## src/rtl/cpu_pkg.sv

```systemverilog
// cpu_pkg: shared definitions for the multi-cycle core sequencer.
//   state_t         - sequencer FSM states
//   OPC_*           - RV32I major opcodes (instr[6:0])
//   CL_*            - bit positions of the one-hot instruction class vector
//   WB_SEL_*        - register-bank write-back source encodings
//   class_opcode()  - maps a class index to its opcode
package cpu_pkg;

  typedef enum logic [2:0] {
    S_FETCH,
    S_DECODE,
    S_EXECUTE,
    S_MEM,
    S_WRITEBACK,
    S_RETIRE,
    S_HALTED,
    S_FAULT
  } state_t;

  localparam logic [6:0] OPC_OP     = 7'b0110011;
  localparam logic [6:0] OPC_OP_IMM = 7'b0010011;
  localparam logic [6:0] OPC_LUI    = 7'b0110111;
  localparam logic [6:0] OPC_AUIPC  = 7'b0010111;
  localparam logic [6:0] OPC_LOAD   = 7'b0000011;
  localparam logic [6:0] OPC_STORE  = 7'b0100011;
  localparam logic [6:0] OPC_BRANCH = 7'b1100011;
  localparam logic [6:0] OPC_JAL    = 7'b1101111;
  localparam logic [6:0] OPC_JALR   = 7'b1100111;

  localparam int NUM_CLASSES = 9;
  localparam int CL_OP     = 0;
  localparam int CL_OP_IMM = 1;
  localparam int CL_LUI    = 2;
  localparam int CL_AUIPC  = 3;
  localparam int CL_LOAD   = 4;
  localparam int CL_STORE  = 5;
  localparam int CL_BRANCH = 6;
  localparam int CL_JAL    = 7;
  localparam int CL_JALR   = 8;

  typedef logic [NUM_CLASSES-1:0] class_t;

  localparam logic [1:0] WB_SEL_ALU  = 2'd0;
  localparam logic [1:0] WB_SEL_LOAD = 2'd1;
  localparam logic [1:0] WB_SEL_PC4  = 2'd2;

  function automatic logic [6:0] class_opcode(input int cls);
    case (cls)
      CL_OP:     return OPC_OP;
      CL_OP_IMM: return OPC_OP_IMM;
      CL_LUI:    return OPC_LUI;
      CL_AUIPC:  return OPC_AUIPC;
      CL_LOAD:   return OPC_LOAD;
      CL_STORE:  return OPC_STORE;
      CL_BRANCH: return OPC_BRANCH;
      CL_JAL:    return OPC_JAL;
      CL_JALR:   return OPC_JALR;
      default:   return 7'b0000000;
    endcase
  endfunction

endpackage

```

## src/rtl/cpu_sequencer_classifier.sv

```systemverilog
// opcode_classifier: purely combinational opcode decode.
//   opcode in  7          instr[6:0]
//   cls    out class_t    one-hot instruction class (all zero if unknown)
//   legal  out 1          opcode belongs to a supported class
module opcode_classifier
  import cpu_pkg::*;
(
  input  logic [6:0] opcode,
  output class_t     cls,
  output logic       legal
);

  genvar gi;
  generate
    for (gi = 0; gi < NUM_CLASSES; gi++) begin : g_match
      assign cls[gi] = (opcode == class_opcode(gi));
    end
  endgenerate

  assign legal = |cls;

endmodule

```

## src/rtl/cpu_sequencer.sv

```systemverilog
// cpu_sequencer: multi-cycle control FSM for the single-issue RV32I core.
//   clock, reset(active-low, async)      clocking / reset
//   halt, opcode, branch_taken           core status inputs
//   mem_ready                            memory handshake acknowledge
//   mem_req, mem_we, addr_sel            memory request and address mux
//   ir_load, decoder_en, alu_en          datapath stage enables
//   reg_we, wb_sel                       register-bank write strobe / source
//   pc_inc, pc_load                      PC update (pc_load wins)
//   halted, fault                        core status (fault is sticky)
//   instret                              retired-instruction counter
module cpu_sequencer
  import cpu_pkg::*;
#(
  parameter int MEM_TIMEOUT = 16,
  parameter int CNT_W       = 32
) (
  input  logic             clock,
  input  logic             reset,
  input  logic             halt,
  input  logic [6:0]       opcode,
  input  logic             branch_taken,
  input  logic             mem_ready,
  output logic             mem_req,
  output logic             mem_we,
  output logic             addr_sel,
  output logic             ir_load,
  output logic             decoder_en,
  output logic             alu_en,
  output logic             reg_we,
  output logic [1:0]       wb_sel,
  output logic             pc_inc,
  output logic             pc_load,
  output logic             halted,
  output logic             fault,
  output logic [CNT_W-1:0] instret
);

  localparam int TO_W = $clog2(MEM_TIMEOUT + 1);
  localparam logic [TO_W-1:0] TO_LAST = TO_W'(MEM_TIMEOUT - 1);

  state_t           state_reg, state_next;
  logic [TO_W-1:0]  to_cnt_reg, to_cnt_next;
  logic [CNT_W-1:0] instret_reg;
  class_t           cls_reg;
  class_t           cls_now;
  logic             legal_now;

  logic       mem_req_raw, mem_we_raw, addr_sel_raw, ir_load_raw;
  logic       decoder_en_raw, alu_en_raw, reg_we_raw, pc_inc_raw, pc_load_raw;
  logic [1:0] wb_sel_raw;
  logic       is_jump, is_reg_class;

  opcode_classifier u_classifier (
    .opcode (opcode),
    .cls    (cls_now),
    .legal  (legal_now)
  );

  assign is_jump      = cls_reg[CL_JAL] | cls_reg[CL_JALR];
  assign is_reg_class = cls_reg[CL_OP] | cls_reg[CL_OP_IMM] | cls_reg[CL_LUI] |
                        cls_reg[CL_AUIPC] | is_jump;

  always_ff @(posedge clock or negedge reset) begin
    if (!reset) begin
      state_reg   <= S_FETCH;
      to_cnt_reg  <= '0;
      instret_reg <= '0;
      cls_reg     <= '0;
    end else begin
      state_reg  <= state_next;
      to_cnt_reg <= to_cnt_next;
      // Class is latched once so later stages do not depend on opcode staying stable.
      if (state_reg == S_DECODE) cls_reg <= cls_now;
      if (state_reg == S_RETIRE) instret_reg <= instret_reg + 1'b1;
    end
  end

  always_comb begin
    state_next     = state_reg;
    to_cnt_next    = '0;
    mem_req_raw    = 1'b0;
    mem_we_raw     = 1'b0;
    addr_sel_raw   = 1'b0;
    ir_load_raw    = 1'b0;
    decoder_en_raw = 1'b0;
    alu_en_raw     = 1'b0;
    reg_we_raw     = 1'b0;
    wb_sel_raw     = WB_SEL_ALU;
    pc_inc_raw     = 1'b0;
    pc_load_raw    = 1'b0;
    case (state_reg)
      S_FETCH: begin
        // A zero wait count means no request has been issued yet, so halt
        // can still be honoured without breaking an open handshake.
        if (halt && to_cnt_reg == '0) begin
          state_next = S_HALTED;
        end else begin
          mem_req_raw = 1'b1;
          if (mem_ready) begin
            ir_load_raw = 1'b1;
            state_next  = S_DECODE;
          end else if (to_cnt_reg == TO_LAST) begin
            state_next = S_FAULT;
          end else begin
            to_cnt_next = to_cnt_reg + 1'b1;
          end
        end
      end
      S_DECODE: begin
        decoder_en_raw = 1'b1;
        state_next     = legal_now ? S_EXECUTE : S_FAULT;
      end
      S_EXECUTE: begin
        alu_en_raw = 1'b1;
        if (cls_reg[CL_LOAD] || cls_reg[CL_STORE]) begin
          state_next = S_MEM;
        end else if (cls_reg[CL_BRANCH]) begin
          pc_load_raw = branch_taken;
          pc_inc_raw  = !branch_taken;
          state_next  = S_RETIRE;
        end else if (is_reg_class) begin
          state_next = S_WRITEBACK;
        end else begin
          state_next = S_FAULT;
        end
      end
      S_MEM: begin
        mem_req_raw  = 1'b1;
        addr_sel_raw = 1'b1;
        mem_we_raw   = cls_reg[CL_STORE];
        if (mem_ready) begin
          state_next = cls_reg[CL_STORE] ? S_RETIRE : S_WRITEBACK;
        end else if (to_cnt_reg == TO_LAST) begin
          state_next = S_FAULT;
        end else begin
          to_cnt_next = to_cnt_reg + 1'b1;
        end
      end
      S_WRITEBACK: begin
        reg_we_raw = 1'b1;
        if (cls_reg[CL_LOAD])   wb_sel_raw = WB_SEL_LOAD;
        else if (is_jump)       wb_sel_raw = WB_SEL_PC4;
        pc_load_raw = is_jump;
        pc_inc_raw  = !is_jump;
        state_next  = S_RETIRE;
      end
      S_RETIRE: begin
        // Stores never pass through WRITEBACK, so their PC step lands here.
        pc_inc_raw = cls_reg[CL_STORE];
        state_next = S_FETCH;
      end
      S_HALTED: begin
        if (!halt) state_next = S_FETCH;
      end
      S_FAULT: begin
        state_next = S_FAULT;
      end
      default: begin
        state_next = S_FAULT;
      end
    endcase
  end

  // Strobes are gated by reset so an asserted reset drops them without waiting for a clock.
  assign mem_req    = mem_req_raw & reset;
  assign mem_we     = mem_we_raw & reset;
  assign addr_sel   = addr_sel_raw & reset;
  assign ir_load    = ir_load_raw & reset;
  assign decoder_en = decoder_en_raw & reset;
  assign alu_en     = alu_en_raw & reset;
  assign reg_we     = reg_we_raw & reset;
  assign wb_sel     = reset ? wb_sel_raw : WB_SEL_ALU;
  assign pc_inc     = pc_inc_raw & reset;
  assign pc_load    = pc_load_raw & reset;
  assign halted     = (state_reg == S_HALTED);
  assign fault      = (state_reg == S_FAULT);
  assign instret    = instret_reg;

endmodule

```

## config.mk

```make
export PLATFORM = sky130hd
export DESIGN_NAME = cpu_sequencer
export DESIGN_NICKNAME = d
export VERILOG_FILES = /design/src/rtl/cpu_pkg.sv /design/src/rtl/cpu_sequencer_classifier.sv /design/src/rtl/cpu_sequencer.sv
export SDC_FILE = /design/constraint.sdc
export NUM_CORES = 1
export LEC_CHECK = 0
export BUFFER_PORTS_ARGS = -buffer_cell sky130_fd_sc_hd__buf_2
export CORE_UTILIZATION = 50
export DETAILED_ROUTE_END_ITERATION = 7
export PLACE_DENSITY = 0.73
export SKIP_LAST_GASP = 1
export SLEW_MARGIN = 15
export SYNTH_ARGS = -nofsm -noshare
export SYNTH_HDL_FRONTEND = slang
export SYNTH_SLANG_ARGS = --single-unit
```

## constraint.sdc

```tcl
create_clock -name clock -period 1.7 [get_ports clock]
set_input_delay 0.085 -clock clock [delete_from_list [all_inputs] [get_ports clock]]
set_output_delay 0.085 -clock clock [all_outputs]
set_load 0.05 [all_outputs]
```

Yosys cells after proc, flatten, opt, wreduce, memory -nomap -nowiden
Cells that the tools add are included.
{"block": "word_totals", "register_bits": 49, "out_inout_bits": 45, "word_cells": 80}
{"block": "classes", "addsub": 2, "n_eq_ne": 18, "muxes": 35, "n_bitwise": 14, "n_reduce_logical": 7}
{"op": "$add 32x1->32 const B", "count": 1}
{"op": "$pmux 3 s8", "count": 1}
{"op": "$eq 7x6->1 const B", "count": 3}
{"op": "$eq 7x7->1 const B", "count": 3}
{"op": "$mux 3", "count": 7}
{"op": "$mux 5", "count": 3}
{"op": "$eq 7x5->1 const B", "count": 2}
{"op": "$mux 1", "count": 14}
{"op": "$eq 3x3->1 const B", "count": 4}
{"op": "$mux 2", "count": 6}
{"op": "$pmux 5 s2", "count": 1}
{"op": "$and 1x1->1", "count": 9}
{"op": "$reduce_or 9->1", "count": 1}
{"op": "$eq 7x2->1 const B", "count": 1}
{"op": "$eq 3x2->1 const B", "count": 2}
{"op": "$add 5x1->5 const B", "count": 1}
{"op": "$eq 5x4->1 const B", "count": 1}
{"op": "$logic_not 5->1", "count": 1}
{"op": "$or 1x1->1", "count": 5}
{"op": "$pmux 1 s2", "count": 2}
{"op": "$eq 3x1->1 const B", "count": 1}
{"op": "$logic_not 3->1", "count": 1}
{"op": "$pmux 1 s3", "count": 1}
{"op": "$logic_not 1->1", "count": 2}
{"op": "other kinds (3)", "count": 3}

Logic depth before layout (Yosys ltp)
Gate-level depths: netlist of the first run.
{"block": "logic_depth", "ltp_word": 8, "depth_mapped": 6, "ltp_nobuf": 6}

By module
A second synthesis of the first run with hierarchy kept.
{"block": "unflattened", "hier_cells": 257, "area_unflattened_um2": 2635.0}
{"mod": "cpu_sequencer", "n_inst": 1, "cells_per_inst": 235, "area_per_inst_um2": 2501.1, "seq_area_each_um2": 1226.2}
{"mod": "opcode_classifier", "n_inst": 1, "cells_per_inst": 22, "area_per_inst_um2": 133.9, "seq_area_each_um2": 0.0}

Worst setup path before layout of the first run
Ideal clock, no wire load.
{"block": "synth_timing", "path_kind": "register -> output", "from": "register state_reg[0]", "to": "output port wb_sel[1]", "t_arrival_ns": 2.408, "setup_slack_ns": -0.793, "stages_incl_launch_ff": 5, "n_path_buf": 1, "path_cell_list": "dfrtp_1 buf_2 nor2_1 and2_1 nor3b_1"}
{"block": "synth_via", "elab_chain_len": 3}
{"element": "start, declared", "line_no": "cpu_sequencer.sv:41", "text": "state_t state_reg, state_next;"}
{"element": "start signal, assigned", "line_no": "cpu_sequencer.sv:70", "text": "state_reg <= state_next;"}
{"element": "$eq 3x3->1", "line_no": "cpu_sequencer.sv:91", "text": "case (state_reg)"}
{"element": "$mux 2", "line_no": "cpu_sequencer.sv:91"}
{"element": "$mux 2", "line_no": "cpu_sequencer.sv:172", "text": "assign wb_sel = reset ? wb_sel_raw : WB_SEL_ALU;"}
{"element": "end, declared", "line_no": "cpu_sequencer.sv:30", "text": "output logic [1:0] wb_sel,"}
Every way passes these cells.

Final worst setup path of the first run
{"block": "layout_timing", "from": "register to_cnt_reg[0]", "to": "output port ir_load"}
{"block": "layout_via", "elab_chain_len": 5}
{"element": "start, declared", "line_no": "cpu_sequencer.sv:42", "text": "logic [TO_W-1:0] to_cnt_reg, to_cnt_next;"}
{"element": "start signal, assigned", "line_no": "cpu_sequencer.sv:71", "text": "to_cnt_reg <= to_cnt_next;"}
{"element": "$logic_not 5->1", "line_no": "cpu_sequencer.sv:95", "text": "if (halt && to_cnt_reg == '0) begin"}
{"element": "$logic_and 1x1->1", "line_no": "cpu_sequencer.sv:95"}
{"element": "$mux 1", "line_no": "cpu_sequencer.sv:95"}
{"element": "$mux 1", "line_no": "cpu_sequencer.sv:91"}
{"element": "$and 1x1->1", "line_no": "cpu_sequencer.sv:168", "text": "assign ir_load = ir_load_raw & reset;"}
{"element": "end, declared", "line_no": "cpu_sequencer.sv:26", "text": "output logic ir_load,"}
Every way passes these cells.

==> metrics.md, run 1 <==
| Metric | Value |
|---|---|
| Status | complete, but fails checks |
| Failing checks | negative setup slack |
| XOR/XNOR Fraction of Synth Area | 11.13% |
| Leakage | 1.826 nW |
| CTS sink count | 49 |
| FP Rows | 26 |
| Slew Viols, Final | 0 |
| Final #Nets | 374 |
| Ys Warns | 0 |
| Sequential area share after synthesis | 45.82% |
| Via count | ~2300 |
| Io pins | 57 |
| Worst-margin pin slew | 0.4960 ns |
| Commonest non-fill, non-tap cell in the layout | buf_2 |
| Compound-gate portion of the synthesized area | 7.807% |
| Arrival time worst endpoint | 1.71 ns |
| Power per cell area | 1128 nW/um^2 |
| Layout cells sized above 1 | between 40% and 50% |
| Area growth from synthesis to layout | 38.10% |
| WL met3 | about 240 um |
| Core area | 5140 um^2 |
| Max Root-Sink Buffers | 2 |
| Die width | 75.16 um |
| Synth Area in Adders | 1.403% |
| PortBufs | 56 |
| Clk slew on worst S/H paths | roughly 0.09 ns |
| Mean cell area of the mapped netlist | approximately 10 um^2 |
| CTS buffer count | 5 |
| Critical R2R Capture | to_cnt_reg[3]$_DFF_PN0_ |
| Synth Cell Area | between 2000 and 3000 um^2 |
| Pwr Total | 4.169 mW |
| Via-to-Cell Ratio | 5.398 |
| Setup tns final | -0.1877 ns |
| Net Count, Synth | 282 |
| Met2 routed WL | 3086 um |
| WL/cell | 14.18 um |
| CP endpoint kind | output port |
| CTS tree | done |
| Inserted Diodes | 0 |
| Max FFs per register | 32 |
| Fin worst setup slack | -0.09843 ns |
| # DRC | 0 |
| Pin count of the biggest net entering global routing | 24 |
| Fill count | between 300 and 400 |
| Worst Setup EP | ir_load |
| Vias in the first global route | around 2100 |
| Total global routing overflow | 0 |
| Setup crit start kind | flop |
| Detailed Route Iter0 Violations | slightly below 100 |
| RSZ-0062 raised after global routing | yes |
| Post-synth EDFFs | 0 |
| Minimum clock period | 1.798 ns |
| Peak supply drop | 915.5 uV |
| Total track usage | 22.53% |
| Final setup fails | 5 |
| Sequential cell area | between 1000 and 1500 um^2 |
| Drt total wl | 6098 um |
| TritonRoute pass-1 iters | 4 |
| Initial core utilization | 52.07% |
| Post-synthesis instance total | between 200 and 300 |
| #FFs+latches synth | 49 |
| Area occupied by multi-input gates | 1560 um^2 |
| Place WS | -0.01468 ns |
| Synth Area in Simple Gates | 30.11% |
| Clock Skews | 0.004856 ns |
| Met1 WL | ~2700 um |
| CTS Root Cell | clkbuf_8 |
| Mux share of post-synthesis cell area | less than 1% |
| Reg-to-reg startpoint | to_cnt_reg[1]$_DFF_PN0_ |
| Clk Latency, worst-skew pair | 0.30 ns |
| Slew headroom | 66.94% |
| Largest family of logic cells by synthesized area | simple AND/OR/NAND/NOR gates |
| Worst reg2reg path depth | 9 |
| Setup Crit Path Kind | reg -> out |
| H-tree levels | 2 |
| HP Class | in -> reg |
| DP HPWL | 4314 um |
| Initial antenna violation count | 0 |
| Required time of the critical path | roughly 1.6 ns |
| Primary FF master, synth | dfrtp_1 |
| Max Cap Viol | 0 |
| Final Hold Vio Count | 0 |
| First-pass GRT wire length | 9653 um |
| Chip height | 75.16 um |
| Worst-path maximum fanout | 2 |
| ANT nets after route | 0 |
| Async SR Flop Fraction | 100.0% |
| Period utilisation layout | 105.8% |
| R2r setup slk | -0.02 ns |
| Max Used Layer | met4 |
| Synth cell types | 47 |
| Worst Setup SP | to_cnt_reg[0]$_DFF_PN0_ |
| Routability cong. | 0.8855 |
| Max Clk Rate | 556.0 MHz |
| Most frequent cells in the layout | buf_2 (47), nand2_1 (33), buf_4 (31) |
| Die ar. | 5649 um^2 |
-- cell type report --
cell class	instances	area share [%]
clock buffer	5	1.862
clock inverter	3	1.253
inverter	7	0.7109
multi-input combinational	202	42.21
sequential	49	34.06
tap	70	2.370
timing repair buffer	94	17.54
-- routing by layer --
layer / GRT usage, % / vias to the layer above
met3: 3.614 / 4
met1: 29.83 / 1124
met5: 0 / -
met4: 5.967 / 0
met2: 38.54 / 64
li1: - / 1129
-- synth_stat cells, drive strengths merged (2+ instances only) --
library cell / number / area [um^2]
or4: 2 / 15.01
nand4: 8 / 56.30
o41ai: 2 / 17.52
nand2: 34 / 130.1
nor2: 17 / 63.81
o211ai: 2 / 15.01
or3: 3 / 18.77
a21oi: 3 / 15.01
inv: 7 / 26.28
nand3: 11 / 55.05
nand4b: 2 / 17.52
nor3b: 2 / 15.01
o21ai: 16 / 80.08
nor4: 13 / 155.1
xnor2: 16 / 140.1
or2: 2 / 12.51
clkbuf: 3 / 11.26
dfrtp: 49 / 1226
ha: 3 / 37.54
nand3b: 2 / 27.53
nor3: 9 / 45.04
nand2b: 7 / 43.79
and3: 9 / 56.30
xor2: 18 / 157.7
buf: 6 / 51.30
and2: 7 / 43.79
-- what timing repair did --
item | in CTS | in global routing
setup buffers | 3 | 2
gates resized for setup | 28 | 25
pin swaps | 3 | 7
hold buffers | 3 | 0
gates cloned | 0 | 0
hold endpoints to repair | 49 | 0
setup endpoints to repair | 9 | 22
-- cell families after synthesis --
kind of cell | Yosys count
AOI/OAI and AO/OA | 33
xor gates and xnor gates | 34
adders and majority gates | 3
buffers and inverters | 16
DFF | 49
muxes | 1
and+or+nand+nor | 131
-- through the flow --
| stage | utilization (%) | cell area, um^2 | instances | hold slack (ns) |
|---|---|---|---|---|
| final | 71.91 | 3696 | 430 | 0.05265 |
| after global routing | 71.91 | 3696 | 430 | 0.05708 |
| after CTS | 69.67 | 3581 | 428 | 0.03943 |
| after detailed placement | 64.41 | 3311 | 414 | -0.05920 |
| after global placement | 64.41 | 3311 | 414 | -0.05236 |
| after floorplan | - | 2780 | 267 | -0.2106 |
-- worst min-delay path by stage --
stage	startpoint	endpoint	slack [ns]	cells past startpoint
final	opcode[6]	cls_reg[5]$_DFFE_PN0P_	0.05	2
after global routing	opcode[6]	cls_reg[5]$_DFFE_PN0P_	0.06	2
after CTS	opcode[6]	cls_reg[5]$_DFFE_PN0P_	0.04	2
after detailed placement	reset	to_cnt_reg[1]$_DFF_PN0_	-0.06	1
after global placement	reset	to_cnt_reg[1]$_DFF_PN0_	-0.05	1
after floorplan	reset	cls_reg[0]$_DFFE_PN0P_	-0.21	0
-- worst max-delay path: stages, from the launching register on --
cell and delay, ns:
dfrtp_1 0.35, inv_1 0.05, ha_2 0.17, and2_4 0.15
a2111oi_4 0.32, and3_4 0.24, buf_8 0.14
-- power by group --
group	switching (mW)	internal, mW
registers	0.195	1.30
logic	1.06	0.769
clock network	0.407	0.441
total	1.66	2.51
(Power assumes the default switching activity.)
==> inputs of run 2 (changes only) <==
==> constraint.sdc (replaced) <==
create_clock -name clock -period 1.7 [get_ports clock]
set_input_delay 0.085 -clock clock [delete_from_list [all_inputs] [get_ports clock]]
set_output_delay 0.085 -clock clock [all_outputs]
set_load 0.01 [all_outputs]
==> metrics.md, run 2 (synthesis gave the netlist of run 1 again) <==
| Metric | Value |
|---|---|
| Status | complete, but fails checks |
| Failing checks | negative setup slack |
| Most frequent cells in the layout | buf_2 (56), dfrtp_1 (48), buf_4 (36) |
| DP HPWL | 4168 um (-3.4%) |
| CTS Root Cell | clkbuf_8 |
| Peak supply drop | 887.6 uV (-3.0%) |
| Clk Latency, worst-skew pair | 0.30 ns (about the same) |
| Initial antenna violation count | 0 (unchanged) |
| Final #Nets | 379 (+1.3%) |
| CTS tree | done |
| First-pass GRT wire length | 9059 um (-6.2%) |
| CTS buffer count | 5 (unchanged) |
| Max FFs per register | 32 (unchanged) |
| HP Class | in -> reg |
| Switching Share | 33.01% (-6.8 points) |
| RSZ-0062 raised after global routing | yes |
| CP Cell Sequence | inv_1, ha_2, and2_4, a2111oi_4, and3_1, buf_2 |
| Die ar. | 5649 um^2 (unchanged) |
| Minimum clock period | 1.745 ns (-0.05382 ns) |
| Leakage | 1.845 nW (+1.1%) |
| PortBufs | 56 (unchanged) |
| Area growth from synthesis to layout | 33.52% |
| Fin worst setup slack | -0.04461 ns (+0.05382 ns) |
| Total track usage | 21.14% (-1.4 points) |
| Arrival time worst endpoint | 1.66 ns (-0.05 ns) |
| Vias in the first global route | 2015 (-5.0%) |
| Max Clk Rate | 573.2 MHz (+3.1%) |
| Final setup fails | 2 (-3) |
| Final std cells w/o fill | 435 (+1.2%) |
| Sequential share of power | 36.7% (+0.8 points) |
| Comb pwr share | 40.9% (-2.9 points) |
| Die width | 75.16 um (unchanged) |
| Setup crit start kind | flop |
| CP endpoint kind | output port |
| Core area | 5140 um^2 (unchanged) |
| Final Hold Vio Count | 0 (unchanged) |
| Slowest stage delay, CP | 0.36 ns (about the same) |
| H-tree levels | 2 (unchanged) |
| Chip height | 75.16 um (unchanged) |
| Drt total wl | 5936 um (-2.7%) |
| Detailed Route Iter0 Violations | 90 (-9.1%) |
| Required time of the critical path | 1.62 ns (about the same) |
| TritonRoute pass-1 iters | 4 (unchanged) |
| Inserted Diodes | 0 (unchanged) |
| Pwr Total | 3.819 mW (-8.4%) |
| CTS sink count | 49 (unchanged) |
| Final Instance Area | 3573 um^2 (-3.3%) |
| Slew Viols, Final | 0 (unchanged) |
| Max Root-Sink Buffers | 2 (unchanged) |
| Int Pwr | 2.559 mW (+1.9%) |
| Worst-path maximum fanout | 3 (+1) |
| Total global routing overflow | 0 (unchanged) |
| DP Area | 3224 um^2 (-2.6%) |
| Clk slew on worst S/H paths | 0.08 ns (about the same) |
| Period utilisation layout | 102.6% (-3.2 points) |
| # DRC | 0 (unchanged) |
| Clock Skews | 0.01084 ns (+0.005979 ns) |
| ANT nets after route | 0 (unchanged) |
| Commonest non-fill, non-tap cell in the layout | buf_2 |
| Worst-margin pin slew | 0.4459 ns (-0.05005 ns) |
| Via count | 2295 (-1.1%) |
| Pin count of the biggest net entering global routing | 33 (+38%) |
| Power share of the clock group | 22.4% (+2.1 points) |
| FP Rows | 26 (unchanged) |
| Layout cells sized above 1 | 36.99% (-9.1 points) |
| Initial core utilization | 52.07% (unchanged) |
| WL/cell | 13.65 um (-3.8%) |
| Routability cong. | 0.8230 (-7.1%) |
| Power per cell area | 1069 nW/um^2 (-5.3%) |
| Placed cells | 413 (-0.24%) |
| Switching power | 1.261 mW (-24%) |
| Crit path max-delay cell type | dfrtp_1 |
| Via-to-Cell Ratio | 5.276 (-2.3%) |
| Setup Crit Path Kind | reg -> out |
| Io pins | 57 (unchanged) |
| Slew headroom | 70.27% (+3.3 points) |
| Max Cap Viol | 0 (unchanged) |
[run 2: layout make-up]
class	count	area [um^2]
clock buffer	7	86.33
inverter	7	26.28
multi-input combinational	202	1458
timing repair buffer	99	658.1
fill	394	1567
clock inverter	1	30.03
tap	70	87.58
sequential	49	1227
[run 2: metrics by stage]
step | setup WS [ns] | hold slack, ns | TNS, ns | util [%]
3_5_place_dp | -0.05066 | -0.007040 | -0.09805 | 62.73
4_1_cts | -0.1098 | 0.04079 | -0.1630 | 66.77
6_report | -0.04461 | 0.05019 | -0.05970 | 69.52
5_1_grt | -0.1221 | 0.05864 | -0.3850 | 69.52
3_3_place_gp | 0.04307 | -0.01573 | 0 | 62.73
2_1_floorplan | 0.06068 | -0.2106 | 0 | -
[run 2: what timing repair did]
item / CTS / global route
gates resized for setup: 15 / 10
buffers inserted: 1 / 10
hold buffers: 2 / 0
endpoints found under the setup margin: 11 / 13
pin swaps: 3 / 7
gates cloned: 0 / 1
endpoints found under the hold margin: 17 / 0
[run 2: path summary, 6_finish.rpt]
check,startpoint,end,slack (ns),cells past startpoint
max in group asynchronous,reset,state_reg[0]$_DFFE_PN0P_,0.23,4
min in group asynchronous,reset,instret[24]$_DFFE_PN0N_,0.53,3
min,opcode[6],cls_reg[5]$_DFFE_PN0P_,0.05,2
max reg2reg,instret[18]$_DFFE_PN0N_,instret[25]$_DFFE_PN0N_,0.09,4
max,to_cnt_reg[0]$_DFF_PN0_,ir_load,-0.04,6
min reg2reg,instret[31]$_DFFE_PN0N_,instret[31]$_DFFE_PN0N_,0.47,1
[run 2: power groups by stage]
stage	registers [mW]	clock network [mW]	logic (mW)
final	1.40	0.857	1.56
after global routing	1.42	0.929	1.71
after global placement	1.41	0	1.16
after detailed placement	1.42	0	1.20
after CTS	1.40	0.877	1.31
after floorplan	1.47	0	0.668
[run 2: worst max-delay path, delay by kind of cell (launching register included)]
family                   cells  cell delay, ns
AND/OR/NAND/NOR              2            0.35
adder cells (fa/ha/maj)      1            0.17
buffers and inverters        2            0.18
AO/OA/AOI/OAI                1            0.31
flip-flops                   1            0.36
[run 2: layer usage]
metal | global-route usage [%] | part of all wire, % | up-vias
met5 | 0 | 0 | -
met4 | 6.584 | 0.42 | 0
met3 | 3.748 | 3.9 | 2
met2 | 35.74 | 50 | 62
met1 | 27.74 | 45 | 1096
li1 | - | - | 1135
